===== config.mk =====
export PLATFORM = sky130hd
export DESIGN_NAME = cla_multiword_seq
export DESIGN_NICKNAME = d
export VERILOG_FILES = /design/src/rtl/cla_pkg.sv /design/src/rtl/Carry_Lookahead_Adder_16.sv /design/src/rtl/cla_multiword_seq.sv
export SDC_FILE = /design/constraint.sdc
export NUM_CORES = 1
export LEC_CHECK = 0
export ABC_AREA = 1
export ABC_CLOCK_PERIOD_IN_PS = 5200
export BUFFER_PORTS_ARGS = -buffer_cell sky130_fd_sc_hd__clkbuf_2
export CORE_MARGIN = 1
export CORE_UTILIZATION = 35
export CTS_CLUSTER_DIAMETER = 100
export DETAILED_ROUTE_END_ITERATION = 16
export PLACE_DENSITY = 0.57
export SYNTH_ARGS = -nofsm -noshare
export SYNTH_HDL_FRONTEND = slang
export SYNTH_SLANG_ARGS = --single-unit

===== constraint.sdc =====
create_clock -name clk -period 5.2 [get_ports clk]
set_input_delay 0.26 -clock clk [delete_from_list [all_inputs] [get_ports clk]]
set_output_delay 0.26 -clock clk [all_outputs]
set_load 0.005 [all_outputs]

===== src/rtl/cla_pkg.sv =====
// Shared definitions for the multi-word carry-lookahead sequencer:
// adder slice width and FSM state encoding.
package cla_pkg;

  localparam int CLA_W = 16;

  typedef enum logic [1:0] {
    ST_IDLE = 2'd0,
    ST_CALC = 2'd1,
    ST_DONE = 2'd2
  } state_e;

endpackage


===== src/rtl/Carry_Lookahead_Adder_16.sv =====
// 16-bit carry-lookahead adder built from four 4-bit lookahead blocks,
// exporting group generate/propagate so callers can chain words.
module Carry_Lookahead_Adder_16
  import cla_pkg::*;
(
  input  logic [CLA_W-1:0] A,
  input  logic [CLA_W-1:0] B,
  input  logic             C0,
  output logic [CLA_W-1:0] S,
  output logic [CLA_W-1:0] C,
  output logic             G,
  output logic             P
);

  logic [CLA_W-1:0] g_s;
  logic [CLA_W-1:0] p_s;
  logic [3:0]       gb_s;
  logic [3:0]       pb_s;
  logic [3:0]       cb_s;
  logic             c_run_s;

  // Bit and block generate/propagate, block carries, sum and group outputs
  always_comb begin
    g_s     = A & B;
    p_s     = A ^ B;
    gb_s    = 4'd0;
    pb_s    = 4'd0;
    cb_s    = 4'd0;
    c_run_s = 1'b0;
    C       = 16'd0;
    for (int k = 0; k < 4; k++) begin
      gb_s[k] = g_s[4*k+3]
              | (p_s[4*k+3] & g_s[4*k+2])
              | (p_s[4*k+3] & p_s[4*k+2] & g_s[4*k+1])
              | (p_s[4*k+3] & p_s[4*k+2] & p_s[4*k+1] & g_s[4*k]);
      pb_s[k] = &p_s[4*k +: 4];
    end
    // Second-level lookahead across the four blocks
    cb_s[0] = C0;
    cb_s[1] = gb_s[0] | (pb_s[0] & C0);
    cb_s[2] = gb_s[1] | (pb_s[1] & gb_s[0]) | (pb_s[1] & pb_s[0] & C0);
    cb_s[3] = gb_s[2] | (pb_s[2] & gb_s[1]) | (pb_s[2] & pb_s[1] & gb_s[0])
            | (pb_s[2] & pb_s[1] & pb_s[0] & C0);
    for (int k = 0; k < 4; k++) begin
      c_run_s = cb_s[k];
      for (int j = 0; j < 4; j++) begin
        c_run_s     = g_s[4*k+j] | (p_s[4*k+j] & c_run_s);
        C[4*k+j]    = c_run_s;
      end
    end
    S = p_s ^ {C[CLA_W-2:0], C0};
    G = gb_s[3] | (pb_s[3] & gb_s[2]) | (pb_s[3] & pb_s[2] & gb_s[1])
      | (pb_s[3] & pb_s[2] & pb_s[1] & gb_s[0]);
    P = &pb_s;
  end

endmodule


===== src/rtl/cla_multiword_seq.sv =====
// Wide add/subtract sequencer: one 16-bit CLA reused over WORDS cycles,
// LS word first, with a registered inter-word carry and valid/ready channels.
module cla_multiword_seq
  import cla_pkg::*;
#(
  parameter int WORDS = 4,
  parameter int IDX_W = 4
) (
  input  logic                   clk,
  input  logic                   rst_n,
  input  logic                   start_valid,
  output logic                   start_ready,
  input  logic                   op_sub,
  input  logic                   cin,
  input  logic [CLA_W*WORDS-1:0] a_in,
  input  logic [CLA_W*WORDS-1:0] b_in,
  output logic                   res_valid,
  input  logic                   res_ready,
  output logic [CLA_W*WORDS-1:0] sum,
  output logic                   cout,
  output logic                   ovf,
  output logic                   busy
);

  localparam int W = CLA_W * WORDS;

  state_e           state_q, state_d;
  logic [IDX_W-1:0] idx_q, idx_d;
  logic             carry_q, carry_d;
  logic             op_sub_q, op_sub_d;
  logic [W-1:0]     a_q, a_d;
  logic [W-1:0]     b_q, b_d;
  logic [W-1:0]     sum_q, sum_d;
  logic             cout_q, cout_d;
  logic             ovf_q, ovf_d;

  logic [CLA_W-1:0] a_word_s;
  logic [CLA_W-1:0] b_eff_s;
  logic [CLA_W-1:0] cla_s_s;
  logic [CLA_W-1:0] cla_c_unused_s;
  logic             cla_g_s;
  logic             cla_p_s;
  logic             word_cout_s;
  logic             last_word_s;

  // Select the current word and apply the subtract inversion to B
  always_comb begin
    a_word_s    = a_q[CLA_W*int'(idx_q) +: CLA_W];
    b_eff_s     = b_q[CLA_W*int'(idx_q) +: CLA_W] ^ {CLA_W{op_sub_q}};
    word_cout_s = cla_g_s | (cla_p_s & carry_q);
    last_word_s = (idx_q == IDX_W'(WORDS-1));
  end

  Carry_Lookahead_Adder_16 u_cla (
    .A  (a_word_s),
    .B  (b_eff_s),
    .C0 (carry_q),
    .S  (cla_s_s),
    .C  (cla_c_unused_s),
    .G  (cla_g_s),
    .P  (cla_p_s)
  );

  // Next-state logic for the FSM, word index and datapath registers
  always_comb begin
    state_d  = state_q;
    idx_d    = idx_q;
    carry_d  = carry_q;
    op_sub_d = op_sub_q;
    a_d      = a_q;
    b_d      = b_q;
    sum_d    = sum_q;
    cout_d   = cout_q;
    ovf_d    = ovf_q;
    case (state_q)
      ST_IDLE: begin
        if (start_valid) begin
          a_d      = a_in;
          b_d      = b_in;
          op_sub_d = op_sub;
          carry_d  = op_sub ? 1'b1 : cin;
          idx_d    = {IDX_W{1'b0}};
          sum_d    = {W{1'b0}};
          cout_d   = 1'b0;
          ovf_d    = 1'b0;
          state_d  = ST_CALC;
        end else begin
          state_d  = ST_IDLE;
        end
      end
      ST_CALC: begin
        sum_d[CLA_W*int'(idx_q) +: CLA_W] = cla_s_s;
        carry_d = word_cout_s;
        idx_d   = idx_q + IDX_W'(1);
        if (last_word_s) begin
          cout_d  = word_cout_s;
          ovf_d   = (a_word_s[CLA_W-1] == b_eff_s[CLA_W-1]) &&
                    (cla_s_s[CLA_W-1] != a_word_s[CLA_W-1]);
          state_d = ST_DONE;
        end else begin
          state_d = ST_CALC;
        end
      end
      ST_DONE: begin
        if (res_ready) begin
          state_d = ST_IDLE;
        end else begin
          state_d = ST_DONE;
        end
      end
      default: begin
        state_d = ST_IDLE;
      end
    endcase
  end

  // State and datapath registers; reset aborts any operation in flight
  always_ff @(posedge clk or negedge rst_n) begin
    if (!rst_n) begin
      state_q  <= ST_IDLE;
      idx_q    <= {IDX_W{1'b0}};
      carry_q  <= 1'b0;
      op_sub_q <= 1'b0;
      a_q      <= {W{1'b0}};
      b_q      <= {W{1'b0}};
      sum_q    <= {W{1'b0}};
      cout_q   <= 1'b0;
      ovf_q    <= 1'b0;
    end else begin
      state_q  <= state_d;
      idx_q    <= idx_d;
      carry_q  <= carry_d;
      op_sub_q <= op_sub_d;
      a_q      <= a_d;
      b_q      <= b_d;
      sum_q    <= sum_d;
      cout_q   <= cout_d;
      ovf_q    <= ovf_d;
    end
  end

  assign start_ready = (state_q == ST_IDLE);
  assign res_valid   = (state_q == ST_DONE);
  assign busy        = (state_q != ST_IDLE);
  assign sum         = sum_q;
  assign cout        = cout_q;
  assign ovf         = ovf_q;

endmodule


==> key figures <==
Yosys
  • Syn Nets: 1,437
  • Syn Area/Cell: ~7.8 um^2
  • Synth area leaders: dfrtp_1 (51%), nand2_1 (21%), nor2_1 (4.7%), o21ai_0 (3.0%), fa_1 (2.4%)
  • Seq/Total Area, Yosys: 0.507
  • Synthesized flop and latch total: ~200
  • Simple-gate area share of the yosys netlist: 0.304
  • EDFF count, synth: 0
  • Dominant cell type by area after synthesis: dfrtp_1
  • Synth Area in Compound Gates: 0.0707
  • Asr flop ratio synth: 1.00
  • Post-Synth Adder-Cell Area: 0.0480
  • Most common cell in the netlist: nand2_1
  • Synth cell types: 32
  • Mapped Cells: about 1,300
  • Synth Area in XOR/XNOR: 0.0185
  • Mapped cell area: 0.00996 mm^2
  • Yosys warning count: 0
  • Largest family of logic cells by synthesized area: simple AND/OR/NAND/NOR gates
  • Post-synthesis mux area share: 0
  • Commonest cells in the netlist: nand2_1 (557), dfrtp_1 (202), nor2_1 (125)
  • Main synth FF type: dfrtp_1
  • Post-synth top area share: 0.507

Drt
  • Vias: 9,276
  • DRC Markers: 0
  • Routed WL: 30,400 um
  • Drt initial violations: roughly 470
  • Vias per cell: about 4.7
  • DRT Pass-1 Iters: 5
  • Antenna-violating nets left: 0
  • DR WL/cell: 15.5 um

Clock network
  • H-tree levels: 1
  • Clock Tree Root: clkbuf_16
  • CTS tree: yes
  • CTS sink cnt: 202
  • CTS Buffer Depth: 3
  • Clk_lat worst skew: 0.52 ns
  • # Post-CTS Setup Buffers: 0
  • Reg clk slew, reported paths: 0.06 ns
  • Hold-fix buffers, CTS: 125
  • Inserted Clock Buffers: 23
  • # resized after CTS: 0

Floorplanning
  • Die Y: 171 um
  • Die Area: 0.0291 mm^2
  • I/O pin cnt: 203
  • Die W: 171 um
  • Initial core utilization: 0.358
  • Core Area: 0.0279 mm^2
  • # rows: 61

Timing
  • Final hold vios: 0
  • Unrepaired setup endpoints after global routing: false
  • Max_slew headroom: 0.359
  • Crit share post-route: 0.831
  • Slew Limit Fails: 0
  • Clock Skew: approximately 0.021 ns
  • Hold_ws: 0.0119 ns
  • Max Freq: 231 MHz
  • Sum Neg Setup Slack: 0 ns
  • Finish-stage setup viols: 0
  • Fin crit period: 4.32 ns
  • Slew @ Worst Pin: 0.961 ns

Worst hold path
  • Hold_sp: a_in[56]
  • Endpoint, Worst Hold: a_q[56]
  • Worst hold path type: in -> reg
  • Min-Delay Path Depth: 3

Setup path
  • Reg2reg setup slack: 0.88 ns
  • Reg2reg start: idx_q[0]
  • Arrival time worst endpoint: approximately 4.7 ns
  • RR Endpoint: sum[60]
  • FF-to-FF path depth: 19
  • Critical Path RT: 5.59 ns
  • Critical Path End Type: register
  • Startpoint types: register
  • CP max FO: 47
  • Worst Path Class, Setup: reg -> reg

Global routing
  • GR met3 Demand/Resource: 0.0289
  • Overflow after GRT: 0
  • First-pass GRT wire length: 46,800 um
  • Most used routing layer: met2
  • GRT Overall Usage: 0.207
  • Global routing usage on met1: 0.284
  • Initial antenna violation count: 0
  • Vias in the first global route: 8,720
  • Met2 Use GR: 0.344
  • Largest net degree at the start of global routing: 122

Cells and area
  • Number of diodes: 0
  • Layout net count: ~1,700
  • Layout area overhead: 32.9%
  • Design Area, Final: 0.0132 mm^2
  • Fraction of layout cells with a size suffix above 1: 0.170

Outcome
  • Status: completed

Power
  • LEAKAGE: roughly 7.0 nW
  • Worst IR Drop VDD: 0.432 mV
  • Pwr Density: 763 mW/mm^2

Flow run
  • Max_cap viols: 0

Placed design
  • Post-DP Area: 0.0112 mm^2
  • Final HPWL DP: between 20,000 and 25,000 um
  • PortBufs: 202
  • Gpl congestion: 0.904
[worst max path at each step]
stage,start,end,slack [ns],cells past startpoint
6_report,idx_q[0],sum[60],0.88,19
5_1_grt,idx_q[0],sum[28],0.50,21
4_1_cts,idx_q[0],sum[60],0.91,19
3_5_place_dp,idx_q[0],sum[60],0.91,19
3_3_place_gp,idx_q[0],sum[28],1.0,19
2_1_floorplan,idx_q[2],sum[28],1.47,20
[report_power, final]
group | internal, W | switching, W | total (W)
clock | 0.000950 | 0.000631 | 0.00158
sequential | 0.00226 | 0.000472 | 0.00273
combinational | 0.00198 | 0.00381 | 0.00579
total | 0.00519 | 0.00491 | 0.0101
[logic make-up after synthesis]
group | count (synthesis)
and+or+nand+nor | 763
DFF | 202
AOI/OAI and AO/OA | 134
buffers and inverters | 121
adders and majority gates | 31
xor gates and xnor gates | 21
[metrics by stage]
stage,util,cells,worst slack [ns],total power (W)
2_1_floorplan,-,1272,1.47,0.00647
3_3_place_gp,0.404,1793,1.00,0.00836
3_5_place_dp,0.404,1793,0.911,0.00843
4_1_cts,0.475,1958,0.909,0.0101
5_1_grt,0.475,1959,0.498,0.0109
6_report,0.475,1959,0.878,0.0101
[registers in the layout, summed over array words and instances, names as in the netlist]
signal    flops
op_sub_q      1
a_q          64
b_q          64
idx_q         4
sum          64
carry_q       1
cout          1
state_q       2
ovf           1
[cells in the final DEF (no fill, tap or decap), types with 2 or more instances in the layout]
cell and instances:
clkbuf_2 201, o21ai_1 26, inv_2 7, nand2_2 4, nand4_1 2, ha_1 19
fa_1 12, o22ai_1 17, clkbuf_16 23, inv_1 43, nand3_1 44, buf_4 8
xor2_1 20, dfrtp_1 201, nor2_1 125, clkbuf_1 8, a21oi_1 26, nand4_2 2
dlygate4sd3_1 126, o21ai_0 60, buf_12 2, nor2_4 6, nor3_1 20, clkbuf_8 7
nand2_1 557
[cell type report]
class                   count  area, um^2
fillers                  2733       14600
clock inverters             3        46.3
inverters                  52         198
flip-flops and latches    202        5060
repair buffers            338        2380
clock buffers              37         688
multi-input cells         949        4400
well taps                 378         473
[routing by layer]
metal | wire length, um | share of wire | up-vias
met2 | 14300 | 0.47 | 264
met3 | 1610 | 0.053 | 39
met4 | 601 | 0.020 | 0
li1 | - | - | 4584
met5 | 0 | 0 | -
met1 | 13900 | 0.46 | 4389
[worst max-delay path: stages (launching register included)]
cell     delay, ns
dfrtp_2       0.46
buf_4         0.45
nor2_1        0.10
o22ai_1       0.15
nand2_1       0.08
xor2_1        0.39
inv_1         0.10
ha_1          0.33
nand3_1       0.10
nor2_1        0.10
nand2_1       0.06
nand2_1       0.10
a21oi_1       0.09
fa_1          0.39
fa_1          0.40
fa_1          0.39
xor2_1        0.25
nor3_1        0.10
nand2_1       0.12
nand2_1       0.05
No activity file was read; power rests on OpenSTA's default activity.
